<file path="config.mk">
export PLATFORM = sky130hd
export DESIGN_NAME = id_fwd_stage
export DESIGN_NICKNAME = d
export VERILOG_FILES = /design/src/rtl/id_fwd_stage.sv
export SDC_FILE = /design/constraint.sdc
export NUM_CORES = 1
export LEC_CHECK = 0
export ABC_AREA = 1
export ABC_CLOCK_PERIOD_IN_PS = 3400
export CAP_MARGIN = 15
export CELL_PAD_IN_SITES_DETAIL_PLACEMENT = 1
export CELL_PAD_IN_SITES_GLOBAL_PLACEMENT = 2
export CORE_MARGIN = 2
export CORE_UTILIZATION = 21
export CTS_BUF_LIST = sky130_fd_sc_hd__clkbuf_8
export CTS_CLUSTER_DIAMETER = 100
export DETAILED_ROUTE_END_ITERATION = 10
export PLACE_DENSITY = 0.88
export SYNTH_ARGS = -nofsm -noshare
export SYNTH_HDL_FRONTEND = slang
export SYNTH_SLANG_ARGS = --single-unit
</file>
<file path="constraint.sdc">
create_clock -name clk -period 3.4 [get_ports clk]
set_input_delay 0.68 -clock clk [delete_from_list [all_inputs] [get_ports clk]]
set_output_delay 0.68 -clock clk [all_outputs]
set_load 0.03 [all_outputs]
</file>
<file path="src/rtl/id_fwd_stage.sv">
// Decode stage with N-source operand forwarding, load-use stall and a registered ID/EX output.
// Define ID_STALL_CNT_EN to add a saturating hazard-cycle counter (stall_cnt_o / stall_cnt_clr_i).
module id_fwd_stage #(
    parameter int DATA_W = 32,
    parameter int REG_AW = 5,
    parameter int FWD_N  = 2
) (
    input  logic                    clk,
    input  logic                    rst,
    input  logic                    in_valid_i,
    output logic                    in_ready_o,
    input  logic [DATA_W-1:0]       pc_i,
    input  logic [31:0]             inst_i,
    output logic [REG_AW-1:0]       reg1_addr_o,
    output logic [REG_AW-1:0]       reg2_addr_o,
    output logic                    reg1_read_o,
    output logic                    reg2_read_o,
    input  logic [DATA_W-1:0]       reg1_data_i,
    input  logic [DATA_W-1:0]       reg2_data_i,
    input  logic [FWD_N-1:0]        fwd_wreg_i,
    input  logic [FWD_N*REG_AW-1:0] fwd_waddr_i,
    input  logic [FWD_N*DATA_W-1:0] fwd_wdata_i,
    input  logic [FWD_N-1:0]        fwd_pending_i,
    input  logic                    flush_i,
    output logic                    out_valid_o,
    input  logic                    out_ready_i,
    output logic [2:0]              alusel_o,
    output logic [7:0]              aluop_o,
    output logic [DATA_W-1:0]       reg1_data_o,
    output logic [DATA_W-1:0]       reg2_data_o,
    output logic [REG_AW-1:0]       waddr_o,
    output logic                    wreg_o,
    output logic [DATA_W-1:0]       pc_o,
    output logic                    inst_invalid_o
`ifdef ID_STALL_CNT_EN
    ,
    input  logic                    stall_cnt_clr_i,
    output logic [31:0]             stall_cnt_o
`endif
);
    localparam logic [2:0] ALU_RES_NOP   = 3'b000;
    localparam logic [2:0] ALU_RES_LOGIC = 3'b001;
    localparam logic [2:0] ALU_RES_SHIFT = 3'b010;
    localparam logic [7:0] ALU_NOP_OP    = 8'h00;
    localparam logic [7:0] ALU_AND_OP    = 8'h24;
    localparam logic [7:0] ALU_OR_OP     = 8'h25;
    localparam logic [7:0] ALU_XOR_OP    = 8'h26;
    localparam logic [7:0] ALU_NOR_OP    = 8'h27;
    localparam logic [7:0] ALU_SLL_OP    = 8'h7C;
    localparam logic [7:0] ALU_SRL_OP    = 8'h02;
    localparam logic [7:0] ALU_SRA_OP    = 8'h03;

    logic [5:0] op, fn;
    logic [4:0] rs, rt, rd, sa;
    assign {op, rs, rt, rd, sa, fn} = inst_i;

    logic [2:0]               alusel_d;
    logic [7:0]               aluop_d;
    logic                     wreg_d, invalid_d;
    logic [REG_AW-1:0]        waddr_d;
    logic [1:0]               rd_en;
    logic [1:0][REG_AW-1:0]   rd_addr;
    logic [DATA_W-1:0]        imm;

    always_comb begin
        alusel_d   = ALU_RES_NOP;
        aluop_d    = ALU_NOP_OP;
        wreg_d     = 1'b0;
        waddr_d    = '0;
        invalid_d  = 1'b0;
        rd_en      = 2'b00;
        rd_addr[0] = REG_AW'(rs);
        rd_addr[1] = REG_AW'(rt);
        imm        = '0;
        case (op)
            6'h00: begin
                if (rs == 5'd0 && (fn == 6'h00 || fn == 6'h02 || fn == 6'h03)) begin
                    // immediate shifts: rt through port 1, shamt through port 2
                    alusel_d   = ALU_RES_SHIFT;
                    aluop_d    = (fn == 6'h00) ? ALU_SLL_OP : (fn == 6'h02) ? ALU_SRL_OP : ALU_SRA_OP;
                    wreg_d     = 1'b1;
                    waddr_d    = REG_AW'(rd);
                    rd_en      = 2'b01;
                    rd_addr[0] = REG_AW'(rt);
                    imm        = DATA_W'(sa);
                end else if (sa == 5'd0) begin
                    case (fn)
                        6'h24, 6'h25, 6'h26, 6'h27: begin
                            alusel_d = ALU_RES_LOGIC;
                            aluop_d  = (fn == 6'h24) ? ALU_AND_OP : (fn == 6'h25) ? ALU_OR_OP :
                                       (fn == 6'h26) ? ALU_XOR_OP : ALU_NOR_OP;
                            wreg_d   = 1'b1;
                            waddr_d  = REG_AW'(rd);
                            rd_en    = 2'b11;
                        end
                        6'h04, 6'h06, 6'h07: begin
                            alusel_d   = ALU_RES_SHIFT;
                            aluop_d    = (fn == 6'h04) ? ALU_SLL_OP : (fn == 6'h06) ? ALU_SRL_OP : ALU_SRA_OP;
                            wreg_d     = 1'b1;
                            waddr_d    = REG_AW'(rd);
                            rd_en      = 2'b11;
                            rd_addr[0] = REG_AW'(rt);
                            rd_addr[1] = REG_AW'(rs);
                        end
                        6'h0F: ;  // SYNC
                        default: invalid_d = 1'b1;
                    endcase
                end else begin
                    invalid_d = 1'b1;
                end
            end
            6'h0C, 6'h0D, 6'h0E, 6'h0F: begin
                alusel_d = ALU_RES_LOGIC;
                aluop_d  = (op == 6'h0C) ? ALU_AND_OP : (op == 6'h0E) ? ALU_XOR_OP : ALU_OR_OP;
                wreg_d   = 1'b1;
                waddr_d  = REG_AW'(rt);
                rd_en    = 2'b01;
                imm      = (op == 6'h0F) ? DATA_W'({inst_i[15:0], 16'h0000}) : DATA_W'(inst_i[15:0]);
            end
            6'h33: ;  // PREF
            default: invalid_d = 1'b1;
        endcase
    end

    // Lowest-index matching source wins; scanning downward lets it overwrite older ones.
    logic [1:0][DATA_W-1:0] rf_data, opnd;
    logic [1:0]             pend;
    assign rf_data = {reg2_data_i, reg1_data_i};

    always_comb begin
        opnd = '0;
        pend = '0;
        for (int p = 0; p < 2; p++) begin
            opnd[p] = (p == 1) ? imm : '0;
            if (rd_en[p]) begin
                opnd[p] = rf_data[p];
                for (int i = FWD_N - 1; i >= 0; i--) begin
                    if (fwd_wreg_i[i] && fwd_waddr_i[i*REG_AW +: REG_AW] == rd_addr[p]) begin
                        opnd[p] = fwd_wdata_i[i*DATA_W +: DATA_W];
                        pend[p] = fwd_pending_i[i];
                    end
                end
                if (rd_addr[p] == '0) begin
                    opnd[p] = '0;
                    pend[p] = 1'b0;
                end
            end
        end
    end

    logic hazard;
    assign hazard      = in_valid_i && (|pend);
    assign in_ready_o  = !hazard && (!out_valid_o || out_ready_i);
    assign reg1_addr_o = rd_addr[0];
    assign reg2_addr_o = rd_addr[1];
    assign reg1_read_o = rd_en[0];
    assign reg2_read_o = rd_en[1];

    always_ff @(posedge clk or negedge rst) begin
        if (!rst) begin
            out_valid_o    <= 1'b0;
            alusel_o       <= ALU_RES_NOP;
            aluop_o        <= ALU_NOP_OP;
            reg1_data_o    <= '0;
            reg2_data_o    <= '0;
            waddr_o        <= '0;
            wreg_o         <= 1'b0;
            pc_o           <= '0;
            inst_invalid_o <= 1'b0;
        end else if (flush_i) begin
            out_valid_o <= 1'b0;
        end else if (in_valid_i && in_ready_o) begin
            out_valid_o    <= 1'b1;
            alusel_o       <= alusel_d;
            aluop_o        <= aluop_d;
            reg1_data_o    <= opnd[0];
            reg2_data_o    <= opnd[1];
            waddr_o        <= waddr_d;
            wreg_o         <= wreg_d;
            pc_o           <= pc_i;
            inst_invalid_o <= invalid_d;
        end else if (out_ready_i && out_valid_o) begin
            out_valid_o <= 1'b0;
            if (hazard) begin  // bubble: make the drained slot inert
                alusel_o <= ALU_RES_NOP;
                aluop_o  <= ALU_NOP_OP;
                wreg_o   <= 1'b0;
            end
        end
    end

`ifdef ID_STALL_CNT_EN
    always_ff @(posedge clk or negedge rst) begin
        if (!rst)
            stall_cnt_o <= '0;
        else if (stall_cnt_clr_i)
            stall_cnt_o <= '0;
        else if (hazard && stall_cnt_o != 32'hFFFF_FFFF)
            stall_cnt_o <= stall_cnt_o + 32'd1;
    end
`endif

endmodule

</file>
==> results of run 1 <==
==> how the worst min path moves through the flow <==
stage                 end  slack (ns)  depth (start not counted)
2_1_floorplan  aluop_o[0]        0.38                          0
3_3_place_gp       wreg_o        0.46                          2
3_5_place_dp     pc_o[20]        0.46                          2
4_1_cts           pc_o[0]        0.25                          1
5_1_grt           pc_o[7]        0.25                          1
6_report          pc_o[7]        0.23                          1
==> cell families (layout without fill, tap and decap cells) <==
| logic type | after synthesis | count (layout) |
|---|---|---|
| AO/OA/AOI/OAI | 63 | 63 |
| buffers and inverters | 115 | 578 |
| flip-flops | 110 | 110 |
| other | 1 | 2 |
| AND/OR/NAND/NOR | 886 | 886 |
==> worst max-delay path, stage by stage <==
cell and delay (ns):
buf_2 0.11, or2_4 0.26, nor2_4 0.14, buf_12 0.13, buf_6 0.10, nand4_1 0.18
buf_4 0.20, nand3_2 0.05, nand2_2 0.06, nor2_2 0.09, nand3_2 0.11, nor2_2 0.11
nor2_2 0.05, nand2_2 0.10, nand2_4 0.08, a21oi_4 0.13, buf_6 0.15
==> timing repair <==
action                     in CTS  in global routing
pin swaps                      60                 74
setup buffers                  57                 14
setup endpoints to repair       2                111
resized for setup             177                 75
gates cloned                    0                  8
hold buffers                    0                  0
==> power groups by stage <==
stage	logic (mW)	clock network [mW]	registers, mW
after floorplan	0.310	0	1.64
after global placement	1.19	0	1.46
after detailed placement	1.21	0	1.47
after CTS	1.25	0.871	1.44
after global routing	1.39	0.913	1.45
final	1.30	0.839	1.44
==> registers in the layout, summed over array words and instances (netlist names) <==
name / flops
alusel_o: 2
pc_o: 32
wreg_o: 1
aluop_o: 4
waddr_o: 5
out_valid_o: 1
inst_invalid_o: 1
reg1_data_o: 32
reg2_data_o: 32
==> layer usage <==
layer | GRT usage | vias to the layer above
met2 | 0.375 | 294
met4 | 0.0719 | 0
li1 | - | 4622
met5 | 0 | -
met3 | 0.0320 | 55
met1 | 0.283 | 4705
==> layout by cell type, fill, tap and decap left out, types with 19 or more instances in the layout <==
cell and n:
buf_12 26, buf_4 145, clkdlybuf4s50_1 300, dfrtp_1 110, inv_1 39, nand2_1 523, nand2_2 21, nand3_1 97
nand4_1 24, nor2_1 135, nor2_2 19, o21ai_1 32
==> through the flow <==
| step | cells | TNS [ns] | worst slack [ns] | hold WS [ns] |
|---|---|---|---|---|
| 6_report | 2094 | -0.00684 | -0.00684 | 0.230 |
| 5_1_grt | 2094 | -0.228 | -0.114 | 0.247 |
| 4_1_cts | 2078 | -0.0189 | -0.0189 | 0.247 |
| 3_5_place_dp | 2005 | -36.76 | -0.627 | 0.464 |
| 3_3_place_gp | 2005 | -26.80 | -0.531 | 0.459 |
| 2_1_floorplan | 1176 | 0 | 0.0503 | 0.384 |
==> layout make-up <==
cell class                 count  area (µm²)  share of cell area
inverter                      50         199              0.0148
clock buffer                   9         124             0.00923
timing repair buffer         512        5120               0.382
multi-input combinational    951        4590               0.342
sequential                   110        2750               0.205
clock inverter                 7        63.8             0.00475
tap                          455         569              0.0424
==> run_results.csv, run 1 <==
group,metric,value,unit
yosys,synth.distinct_cells,36,
critical_path,worstReg2RegStart,"out_valid_o",
global_route,grt_max_degree,73,
drt,route.vias.total,9676,
yosys,synth_top_area_frac,0.376,
critical_path,cp_max_fo,6,
clocking,numClockSinks,110,
sta,rsz0062_at_grt,"true",
status,violations,"setup timing",
pwr,switchingPower,1.30,mW
drt,ant_nets,0,
yosys,syn_area_per_cell,6.23,µm²
drt,totalWireLength,41900,µm
layout,num-fill-cells,4267,
clocking,cts_tree,"built",
pwr,comb_power_share,0.364,
sta,timing.final.ws_setup,-0.00684,ns
pwr,internal-power,2.29,mW
yosys,async_flop_share,1.00,
drt,highest_layer,"met4",
pwr,p_clk_frac,0.234,
drt,met2_length,20500,µm
yosys,synth_top_family_by_area,"simple AND/OR/NAND/NOR gates",
drt,dr_wl_met3,2120,µm
layout,syn_to_final_growth,83.3,%
pwr,power.leakage,6.49,nW
placed_design,dpl_cell_area,12000,µm²
global_route,grt_pass1_vias,9956,
clocking,htree_levels,3,
pwr,netSwitchingFraction,0.362,
clocking,root_buffer,"clkbuf_8",
floorplan,coreArea,34500,µm²
sta,finalCritPeriodShare,1.00,
drt,first_pass_iters,4,
sta,finClkSkew,0.0228,ns
drt,wl_met1,18100,µm
critical_path,critPathArrivalTime,2.73,ns
critical_path,rr_worst_depth,8,
yosys,yosys-top-cells-area,"dfrtp_1, nand2_1, nor2_1",
yosys,muxShareOfSynthArea,0,
yosys,synth_seq_cells,110,
drt,viasPerCell,4.62,
critical_path,critPathKind,"input pin to output pin",
floorplan,rows,68,
clocking,clk_pin_slew,0.12,ns
yosys,yosys_most_used_dff,"dfrtp_1",
sta,hold_viol_final,0,
floorplan,die_w,191,µm
yosys,synth-edff-count,0,
sta,max_freq,0.294,GHz
clocking,cts_buffer_depth,2,
pwr,power,3.58,mW
layout,antenna_cells,0,
global_route,antenna_found_initial,0,
pwr,peakVddDrop,0.223,mV
yosys,synth_compound_area_frac,0.0490,
yosys,yosysMostFrequentCell,"nand2_1",
sta,maxSlewViolCount,0,
pwr,pwr-share-seq,0.402,
critical_path,endpoint,"in_ready_o",
min_path,min_path_type,"input pin to async pin",
critical_path,r2r-end,"pc_o[14]",
critical_path,end_kind,"output pin",
yosys,yosysSeqAreaShare,0.376,
floorplan,pin_count,339,
sta,maxSlewHeadroom,0.521,
global_route,grt_pass1_wl,60000,µm
yosys,synth_top_cell_by_area,"dfrtp_1",
yosys,synth_simple_gate_area_frac,0.499,
sta,setup_violations,1,
placed_design,io_buffers,336,
drt,wire_per_inst,20.0,µm
drt,drc_errors,0,
placed_design,dp_hpwl,31600,µm
critical_path,rrSetupSlack,1.55,ns
global_route,grt-ovfl-total,0,
drt,drt_iter0_markers,477,
floorplan,initial_core_util,0.213,
floorplan,dieArea,36400,µm²
yosys,synth_fa_ha_area_frac,0,
global_route,grt_use_total,0.220,
layout,fin_util,0.390,
clocking,cts_buffers,9,
yosys,synth_area,7320,µm²
status,status,"finished, violations left",
critical_path,cp-startpoint,"inst_i[31]",
yosys,yosysWarnings,0,
layout,fin_area,13400,µm²
layout,drive_above_1_share,0.213,
sta,period_needed,3.41,ns
placed_design,globalplace.congestion,0.985,
critical_path,cp.required,2.72,ns
yosys,synth-xor-area-share,0,
yosys,synth_cells,1175,
layout,nNetsFinal,1845,
clocking,clk_latency,0.42,ns
pwr,p_per_area,267,nW/µm²
floorplan,die_h,191,µm
yosys,synthTopCellsByCount,"nand2_1, nor2_1, nand3_1",
sta,tightest_slew,0.718,ns
critical_path,critPathLaunchType,"input pin",
job,max_cap_violations,0,
No activity file was read; power rests on OpenSTA's default activity.
==> run 2: changes to the inputs <==
- CTS_BUF_LIST: sky130_fd_sc_hd__clkbuf_8 -> sky130_fd_sc_hd__clkbuf_4 sky130_fd_sc_hd__clkbuf_8
==> results of run 2 <==
The final DEF is identical to that of run 1; final timing and power are the same.
==> run 3: changes to the inputs <==
- CAP_MARGIN: 15 -> 20
- CORE_MARGIN: 2 -> default
==> run 3 against run 2 <==
  * The run now ends clean
  * Critical endpoint unchanged
  * Wire length is 5.1% lower
  * Setup slack better by 0.026 ns
  * Combinational power is 5% lower
  * Hold slack better by 0.033 ns
  * First-iteration DRC count is 10% higher
==> run_results.csv, run 3 (synthesis gave the netlist of run 1 again) <==
group,metric,value,unit
clocking,cts_buffer_depth,2,
critical_path,crit_slowest_cell,"o21ai_4",
global_route,grtUsageMet2,0.368,
drt,first_pass_iters,4,
global_route,grt_use_total,0.219,
critical_path,rrSetupSlack,1.59,ns
global_route,met3_usage,0.0302,
global_route,grt-ovfl-total,0,
critical_path,critPathArrivalTime,2.70,ns
clocking,cts_buffers,9,
critical_path,path_cells,"buf_8 -> buf_6 -> nor2_4 -> nand2_2 -> nor2_4 -> nand2_4 -> buf_6 -> nand4_1 -> nand2_1 -> buf_6 -> nor2_2 -> nand4_1 -> o21ai_4 -> nor2_2 -> nand2_2 -> nand2_4 -> a21oi_4 -> buf_6",
drt,drc_errors,0,
min_path,min_path_type,"input pin to async pin",
sta,setup_violations,0,
drt,drt_iter0_markers,527,
critical_path,cp_slowest_stage_delay,0.18,ns
layout,nNetsFinal,1813,
clocking,cts_tree,"built",
pwr,peakVddDrop,0.170,mV
floorplan,dieArea,35600,µm²
critical_path,cp_max_fo,5,
layout,final_cell_mix,"nand2_1, clkdlybuf4s50_1, nor2_1, buf_4, dfrtp_1",
global_route,grt_pass1_wl,58900,µm
placed_design,dp_hpwl,30900,µm
critical_path,worst_path_most_repeated_cell,"buf_6",
critical_path,cp.required,2.72,ns
job,max_cap_violations,0,
critical_path,critPathLaunchType,"input pin",
layout,layout_commonest_cell,"nand2_1",
drt,totalWireLength,39700,µm
critical_path,r2r-end,"reg1_data_o[10]",
critical_path,rr_worst_depth,8,
global_route,top_usage_layer,"met2",
floorplan,die_w,189,µm
sta,period_needed,3.38,ns
critical_path,critPathKind,"input pin to output pin",
sta,setup_tns,0,ns
critical_path,end_kind,"output pin",
sta,max_freq,0.296,GHz
placed_design,globalplace.congestion,0.924,
clocking,clk_latency,0.41,ns
placed_design,io_buffers,336,
drt,wire_per_inst,19.2,µm
layout,drive_above_1_share,0.178,
sta,tightest_slew,0.736,ns
drt,route.vias.total,9397,
sta,maxSlewHeadroom,0.509,
layout,syn_to_final_growth,75.0,%
sta,maxSlewViolCount,0,
sta,hold_viol_final,0,
critical_path,worstReg2RegStart,"out_valid_o",
floorplan,rows,68,
critical_path,critPathTopFamily,"simple AND/OR/NAND/NOR gates",
clocking,clk_pin_slew,0.13,ns
sta,finClkSkew,0.0149,ns
floorplan,coreArea,34500,µm²
drt,ant_nets,0,
critical_path,crit_buf_inv,5,
sta,finalCritPeriodShare,0.994,
global_route,antenna_found_initial,3,
layout,largest_registers,"pc_o (32), reg1_data_o (32), reg2_data_o (32)",
layout,num-fill-cells,4283,
sta,rsz0062_at_grt,"true",
floorplan,die_h,189,µm
pwr,power.leakage,6.29,nW
drt,viasPerCell,4.55,
clocking,numClockSinks,110,
global_route,grt_pass1_vias,9558,
floorplan,initial_core_util,0.213,
clocking,root_buffer,"clkbuf_8",
layout,seqCellArea,2750,µm²
pwr,p_per_area,287,nW/µm²
status,status,"finished clean",
global_route,grt_max_degree,65,
clocking,htree_levels,3,
floorplan,pin_count,339,
layout,multi_input_area,4360,µm²
pwr,power,3.69,mW
global_route,grtUsageMet1,0.290,
run 3: final cells by class:
class	count	area share
antenna	3	0.000586
clock buffer	9	0.00966
clock inverter	7	0.00966
inverter	50	0.0146
multi-input combinational	951	0.340
sequential	110	0.215
tap	455	0.0444
timing repair buffer	480	0.366
run 3: routing by layer:
metal | vias up | routed length [µm]
met4 | 0 | 892
li1 | 4564 | -
met1 | 4517 | 17600
met2 | 278 | 19300
met5 | - | 0
met3 | 38 | 1930
run 3: worst max path at each step:
stage / start / endpoint / slack, ns / depth (start not counted)
after CTS: inst_i[2] / in_ready_o / -0.04 / 19
after detailed placement: inst_i[7] / in_ready_o / -0.64 / 16
after floorplan: inst_i[31] / in_ready_o / 0.05 / 14
final: inst_i[2] / in_ready_o / 0.02 / 18
after global placement: inst_i[6] / in_ready_o / -0.64 / 16
after global routing: inst_i[8] / in_ready_o / -0.08 / 16
run 3: power breakdown:
group	internal, mW	switching, mW	total [mW]
Sequential	1.39	0.0492	1.44
Clock	0.441	0.570	1.01
Combinational	0.574	0.658	1.23
run 3: what timing repair did:
item / CTS / global route
pin swaps: 36 / 52
hold buffers: 0 / 0
gates resized for setup: 130 / 66
endpoints found under the setup margin: 23 / 1
buffers inserted: 25 / 15
run 3: stage by stage:
| stage | area (µm²) | util | hold slack, ns | cells | setup WS, ns |
|---|---|---|---|---|---|
| finish | 12800 | 0.372 | 0.263 | 2065 | 0.0195 |
| global placement | 12000 | 0.348 | 0.457 | 2007 | -0.642 |
| global route | 12800 | 0.372 | 0.298 | 2064 | -0.0777 |
| floorplan | 7340 | - | 0.384 | 1176 | 0.0503 |
| detailed placement | 12000 | 0.348 | 0.462 | 2007 | -0.640 |
| CTS | 12500 | 0.363 | 0.277 | 2048 | -0.0398 |
